[src/rtl/paper_pkg.sv]
// Shared constants for the paper processor: opcodes, sequencer state encoding
// and the instruction-memory address/data widths.
// Latency: n/a (constants only). Backpressure: n/a.
package paper_pkg;

    // Instruction memory geometry: 4 words of 2 bits.
    localparam int ADDR_W = 2;
    localparam int DATA_W = 2;

    // Opcodes.
    localparam logic [DATA_W-1:0] OP_INC = 2'b00;
    localparam logic [DATA_W-1:0] OP_JNO = 2'b01;
    localparam logic [DATA_W-1:0] OP_HLT = 2'b10;
    localparam logic [DATA_W-1:0] OP_ILL = 2'b11;

    // Sequencer states.
    localparam logic [1:0] ST_IDLE   = 2'd0;
    localparam logic [1:0] ST_EXEC   = 2'd1;
    localparam logic [1:0] ST_OPND   = 2'd2;
    localparam logic [1:0] ST_HALTED = 2'd3;

endpackage

[src/rtl/paper_sequencer.sv]
// Fetch/execute sequencer: presents pc on addr, decodes INC/JNO/HLT from the
// combinational ROM data and updates pc, acc, ovf, illegal and retired.
// Latency: INC/HLT one cycle, JNO two cycles (EXEC + OPND); no stalls, no backpressure.
// Ports: clk, rst (sync, active high), start (sampled in IDLE/HALTED only),
//        addr/data (ROM read port), acc, ovf, busy, halted, illegal, retired.
module paper_sequencer
    import paper_pkg::*;
#(
    parameter int ACC_WIDTH = 2,
    parameter int CNT_WIDTH = 8
) (
    input  logic                 clk,
    input  logic                 rst,
    input  logic                 start,
    output logic [ADDR_W-1:0]    addr,
    input  logic [DATA_W-1:0]    data,
    output logic [ACC_WIDTH-1:0] acc,
    output logic                 ovf,
    output logic                 busy,
    output logic                 halted,
    output logic                 illegal,
    output logic [CNT_WIDTH-1:0] retired
);

    logic [1:0]           state_q,   state_d;
    logic [ADDR_W-1:0]    pc_q,      pc_d;
    logic [ACC_WIDTH-1:0] acc_q,     acc_d;
    logic                 ovf_q,     ovf_d;
    logic                 illegal_q, illegal_d;
    logic [CNT_WIDTH-1:0] retired_q, retired_d;

    logic [ADDR_W-1:0]    pc_inc;
    logic [ACC_WIDTH:0]   acc_sum;
    logic [CNT_WIDTH-1:0] retired_inc;

    // pc is exactly ADDR_W bits wide, so the increment wraps 3 -> 0 for free.
    assign pc_inc      = pc_q + ADDR_W'(1);
    // One extra bit captures the carry-out that becomes ovf.
    assign acc_sum     = {1'b0, acc_q} + (ACC_WIDTH+1)'(1);
    // Saturating retire counter: hold at all-ones.
    assign retired_inc = (&retired_q) ? retired_q : retired_q + CNT_WIDTH'(1);

    always_comb begin
        state_d   = state_q;
        pc_d      = pc_q;
        acc_d     = acc_q;
        ovf_d     = ovf_q;
        illegal_d = illegal_q;
        retired_d = retired_q;

        case (state_q)
            ST_IDLE, ST_HALTED: begin
                if (start) begin
                    state_d   = ST_EXEC;
                    pc_d      = '0;
                    acc_d     = '0;
                    ovf_d     = 1'b0;
                    illegal_d = 1'b0;
                    retired_d = '0;
                end
            end

            ST_EXEC: begin
                case (data)
                    OP_INC: begin
                        acc_d     = acc_sum[ACC_WIDTH-1:0];
                        ovf_d     = acc_sum[ACC_WIDTH];
                        pc_d      = pc_inc;
                        retired_d = retired_inc;
                    end
                    OP_JNO: begin
                        // Step onto the operand word; the instruction retires in OPND.
                        pc_d    = pc_inc;
                        state_d = ST_OPND;
                    end
                    OP_HLT: begin
                        retired_d = retired_inc;
                        state_d   = ST_HALTED;
                    end
                    default: begin
                        // Undefined opcode halts like HLT and leaves a sticky flag.
                        retired_d = retired_inc;
                        illegal_d = 1'b1;
                        state_d   = ST_HALTED;
                    end
                endcase
            end

            ST_OPND: begin
                // data is the jump target; taken only when the last INC did not carry.
                pc_d      = ovf_q ? pc_inc : data;
                retired_d = retired_inc;
                state_d   = ST_EXEC;
            end

            default: state_d = ST_IDLE;
        endcase
    end

    always_ff @(posedge clk) begin
        if (rst) begin
            state_q   <= ST_IDLE;
            pc_q      <= '0;
            acc_q     <= '0;
            ovf_q     <= 1'b0;
            illegal_q <= 1'b0;
            retired_q <= '0;
        end else begin
            state_q   <= state_d;
            pc_q      <= pc_d;
            acc_q     <= acc_d;
            ovf_q     <= ovf_d;
            illegal_q <= illegal_d;
            retired_q <= retired_d;
        end
    end

    assign addr    = pc_q;
    assign acc     = acc_q;
    assign ovf     = ovf_q;
    assign illegal = illegal_q;
    assign retired = retired_q;
    assign busy    = (state_q == ST_EXEC) || (state_q == ST_OPND);
    assign halted  = (state_q == ST_HALTED);

endmodule

[config.mk]
export PLATFORM = sky130hd
export DESIGN_NAME = paper_sequencer
export DESIGN_NICKNAME = d
export VERILOG_FILES = /design/src/rtl/paper_pkg.sv /design/src/rtl/paper_sequencer.sv
export SDC_FILE = /design/constraint.sdc
export NUM_CORES = 1
export LEC_CHECK = 0
export CAP_MARGIN = 5
export CELL_PAD_IN_SITES_DETAIL_PLACEMENT = 0
export CELL_PAD_IN_SITES_GLOBAL_PLACEMENT = 1
export CORE_AREA = 2 2 55 57
export DETAILED_ROUTE_END_ITERATION = 8
export DIE_AREA = 0 0 57 59
export PLACE_DENSITY = 0.73
export SETUP_SLACK_MARGIN = 0.05
export SLEW_MARGIN = 0
export SYNTH_ARGS = -nofsm -noshare
export SYNTH_HDL_FRONTEND = slang
export SYNTH_SLANG_ARGS = --single-unit
[constraint.sdc]
create_clock -name clk -period 2.1 [get_ports clk]
set_clock_uncertainty 0.15 [all_clocks]
set_input_delay 0.63 -clock clk [delete_from_list [all_inputs] [get_ports clk]]
set_output_delay 0.63 -clock clk [all_outputs]
set_load 0.01 [all_outputs]
# Yosys cells after proc, flatten, opt, wreduce, memory -nomap -nowiden
# Cells that the tools add are included.
[word_totals]
output_inout_bits = 16
elab_cells = 51
reg_bits = 16
inputBits = 5
[classes]
n_eq_ne = 11
reduce_logical = 13
muxes = 18
add_sub_neg = 3
[op_table]
columns = ["operator", "n"]
rows = [
  ["2-to-1 mux 8 bit", 3],
  ["one-hot mux 8 bit (3 select lines)", 1],
  ["one-hot mux 2 bit (3 select lines)", 2],
  ["2-to-1 mux 2 bit", 5],
  ["inequality test 2 bit, second input constant", 5],
  ["adder 8 x 1 -> 8 bit, second input constant", 1],
  ["one-hot mux 2 bit (2 select lines)", 2],
  ["AND reduction 8 bit", 1],
  ["== test 2 bit, second input constant", 3],
  ["AND reduction 2 bit", 3],
  ["AND reduction 3 bit", 2],
  ["== test 2 x 1 -> 1 bit, second input constant", 2],
  ["zero test 2 bit", 2],
  ["one-hot mux 1 bit (2 select lines)", 2],
  ["OR reduction 2 bit", 2],
  ["adder 2 x 1 -> 3 bit, second input constant", 1],
  ["2-to-1 mux 1 bit", 3],
  ["OR reduction 3 bit", 1],
  ["adder 2 x 1 -> 2 bit, second input constant", 1],
  ["inequality test 2 x 1 -> 1 bit, second input constant", 1],
  ["nonzero test 2 bit", 1],
  ["logical OR 1 bit", 1],
]

# Depth between registers and ports, before layout
[logic_depth]
ltp_word = 4
depth_mapped = 8
mapped_depth_nobuf = 6

# Least setup slack after synthesis
# No wires, ideal clock.
[synth_path]
path_type = "flip-flop to flip-flop"
from = "register state_q[0]"
to = "register retired_q[5], in the netlist retired[5]"
arrival_ns = 1.654
stages_incl_launch_ff = 9
setup_ns = 0.070
synth_period_minus_slack_ns = 1.874
n_path_buf = 2
slack_ns = 0.226
required_ns = 1.880
path_cell_list = "dfxtp_1 inv_1 ha_1 buf_6 nand2b_4 buf_6 o2111ai_2 or3_1 a21oi_1"
[synth_between]
elab_chain_len = 4
elab_cells_between_ends = 9
classes_between = "5 x eq/ne; 1 x mux; 3 x reduce/logical"
[synth_rtl]
columns = ["element", "line", "rtl"]
rows = [
  ["start: declaration", "paper_sequencer.sv:25", "logic [1:0] state_q, state_d;"],
  ["start signal: assignment", "paper_sequencer.sv:109", "state_q <= state_d;"],
  ["== test 2 bit / zero test 2 bit (equally long branches)", "paper_sequencer.sv:51", "case (state_q)"],
  ["OR reduction 2 bit", "paper_sequencer.sv:51", ""],
  ["inequality test 2 bit (no line)", "n/a", ""],
  ["AND reduction 2 bit (no line)", "n/a", ""],
  ["end signal: assignment", "paper_sequencer.sv:114", "retired_q <= retired_d;"],
  ["end: declaration", "paper_sequencer.sv:30", "logic [CNT_WIDTH-1:0] retired_q, retired_d;"],
]
# Several ways; a longest one is shown, not always the timed one.
# A chain may end at the register's enable or synchronous reset.

# Final worst setup path
[layout_path]
from = "register retired_q[6], in the netlist retired[6]"
to = "output port retired[6]"
[layout_rtl]
columns = ["element", "line", "rtl"]
rows = [
  ["end: declaration", "paper_sequencer.sv:22", "output logic [CNT_WIDTH-1:0] retired"],
]
# No word-level cell between the ends.

==> results by group <==
Logic synthesis
  • Synth Net Count: 111
  • FF+latch count, synth: 16
  • Post-synthesis instance total: 101
  • Dominant synthesized flop cell: dfxtp_1
  • Ys async rst share: 0%
  • Distinct cells, synth: 36
  • Avg Cell Area, Syn: 9.06 um^2
  • Post-synthesis sequential area ratio: 35.0%
  • Post-synth EDFFs: 0
  • Synthesis Warnings: 0
  • Post-Syn Area: 915 um^2

Global routing
  • First-pass GRT wire length: 3470 um
  • Number of global-route vias before repair: 804
  • All-Layer GR Usage: 13.5%
  • Initial antenna violation count: 0
  • Grt total ovfl: 0
  • Largest net degree at the start of global routing: 11

Timing
  • Fmax achieved: 0.498 GHz
  • Fin. Hold Viols: 0
  • Max-slew violation count: 0
  • RSZ-0062 raised after global routing: false
  • Setup violators final: 0
  • Headroom to the max-slew limit: 74.5%
  • Final min period: 2010 ps
  • Final period util: 95.5%
  • Worst setup margin: 93.9 ps
  • Slew @ Worst Pin: 383 ps

Setup path
  • WP buf/inv: 1
  • Crit path max fanout: 4
  • WS Path Type: register to output pin
  • CP max-delay cell: clkdlybuf4s50_1
  • Crit-path cells: clkdlybuf4s50_1
  • Largest stage delay on the critical path: 550 ps
  • Critical path launch point type: register
  • CP Capture Type: output pin
  • CP delay by family, top: buffers and inverters
  • Worst reg2reg setup slack: 160 ps
  • CP arrival: 1230 ps
  • CP required: 1320 ps

Placed design
  • IO Port Bufs: 20
  • Dpl cell area: 0.00122 mm^2
  • DP HPWL: 1550 um
  • GPL Wtd Cong: 0.782
  • Worst slack at placement: -137 ps

Detailed routing
  • Final WL: 2000 um
  • DR vias/cell: 5.12
  • Initial DRC Count: 14
  • Drt drc: 0
  • Final ANT Viol Nets: 0
  • Wire per inst: 12.2 um
  • Routed vias: 840
  • DRT Pass-1 Iters: 4

Clocking
  • CTS tree: built
  • Post-CTS setup buffer count: 0
  • Clock buffer depth: 2
  • CTS Hold Bufs: 0
  • Clock transition at the registers of the reported paths: 90 ps
  • Total CTS buffers: 3
  • Clk_lat worst skew: 290 ps
  • CTS sink cnt: 16
  • H-tree levels: 1
  • Clock Root Buffer: clkbuf_4

Layout
  • Most common cell after layout, fill and taps aside: clkdlybuf4s50_1
  • Design Area, Final: 0.00125 mm^2
  • N_diodes: 0
  • Area occupied by multi-input gates: 537 um^2
  • Syn-to-layout area delta: 37.2%
  • Ratio of cells with drive above 1 in the final layout: 25.6%
  • Reg area: 332 um^2
  • Nets: 145
  • Most frequent cells in the layout: clkdlybuf4s50_1 (15), buf_4 (14), a21oi_1 (13), nand2_1 (11), dfxtp_2 (9)
  • Fill cell count: 276

Pwr
  • Maximum VDD drop: 0.479 mV
  • Total power: 0.000773 W
  • Pwr dens: 616 mW/mm^2
  • LEAKAGE: 0.595 nW

Min path
  • Classification of the worst-slack hold path: register to register

Run
  • MaxCap Viol Count: 0

Die
  • Die Span X: 57 um
  • Top-Level Pins: 21
  • Die footprint: 0.00336 mm^2
  • Initial Utilization: 33.7%
  • Core footprint: 0.00271 mm^2
  • Row count: 19
  • Die H: 59 um

Outcome
  • Outcome: finished clean
==> per-layer routing <==
layer | up-vias | wire length, um | GRT usage [%]
met5 | - | 0 | 0
met4 | 0 | 26 | 4.98
met3 | 4 | 100 | 3.28
met2 | 21 | 982 | 22.3
met1 | 387 | 890 | 17.1
li1 | 428 | - | -
==> final cells by class <==
cell class / count / share of cell area [%]
sequential: 16 / 26.4
tap: 31 / 3.09
timing repair buffer: 34 / 24.4
multi-input combinational: 75 / 42.8
inverter: 5 / 1.50
clock buffer: 3 / 1.79
==> synthesized netlist by cell type (4+ instances only) <==
cell type | instances | area share [%]
a21oi_1 | 13 | 7.1
dfxtp_1 | 16 | 35
ha_1 | 5 | 6.8
inv_1 | 5 | 2.1
nand2_1 | 11 | 4.5
nor2_1 | 6 | 2.5
o21ai_0 | 6 | 3.3
or3_1 | 4 | 2.7
==> sequential cells by signal, summed over array words and instances (netlist names) <==
name,cells
acc,2
state_q,2
illegal,1
retired,8
addr,2
ovf,1
==> final timing paths <==
| path | from | to | cells past startpoint |
|---|---|---|---|
| worst max-delay path | retired[6] | retired[6] | 1 |
| worst max register to register | state_q[0] | retired[4] | 7 |
| worst min-delay path | retired[1] | retired[1] | 2 |
| worst min register to register | retired[1] | retired[1] | 2 |
==> cell families (layout without fill, tap and decap cells) <==
kind of cell             after synthesis  in the layout  share of synthesized area (%)
AO/OA/AOI/OAI                         30             30                           21.9
buffers and inverters                 10             42                           6.29
AND/OR/NAND/NOR                       37             37                           27.1
XOR/XNOR                               3              3                           2.87
flip-flops                            16             16                           35.0
adder cells (fa/ha/maj)                5              5                           6.84
==> power by group <==
group	internal [W]	total [W]	leakage [nW]	switching (W)
Sequential	0.000325	0.000342	0.134	0.0000168
Combinational	0.000133	0.000268	0.447	0.000135
Clock	0.0000667	0.000163	0.0138	0.0000961
Total	0.000525	0.000773	0.595	0.000248
==> metrics by stage <==
stage	hold WS (ps)	instances	TNS, ps	util, %
global placement	312	161	-389	45.0
global route	345	164	0	46.3
floorplan	320	101	0	-
detailed placement	335	161	-574	45.0
CTS	349	164	0	45.8
finish	329	164	0	46.3
==> timing repair <==
action | 4_1_cts | 5_1_grt
setup endpoints to repair | 6 | 7
cloned | 0 | 0
gates resized for setup | 10 | 7
Note: power is estimated with default switching activity, not from simulation.
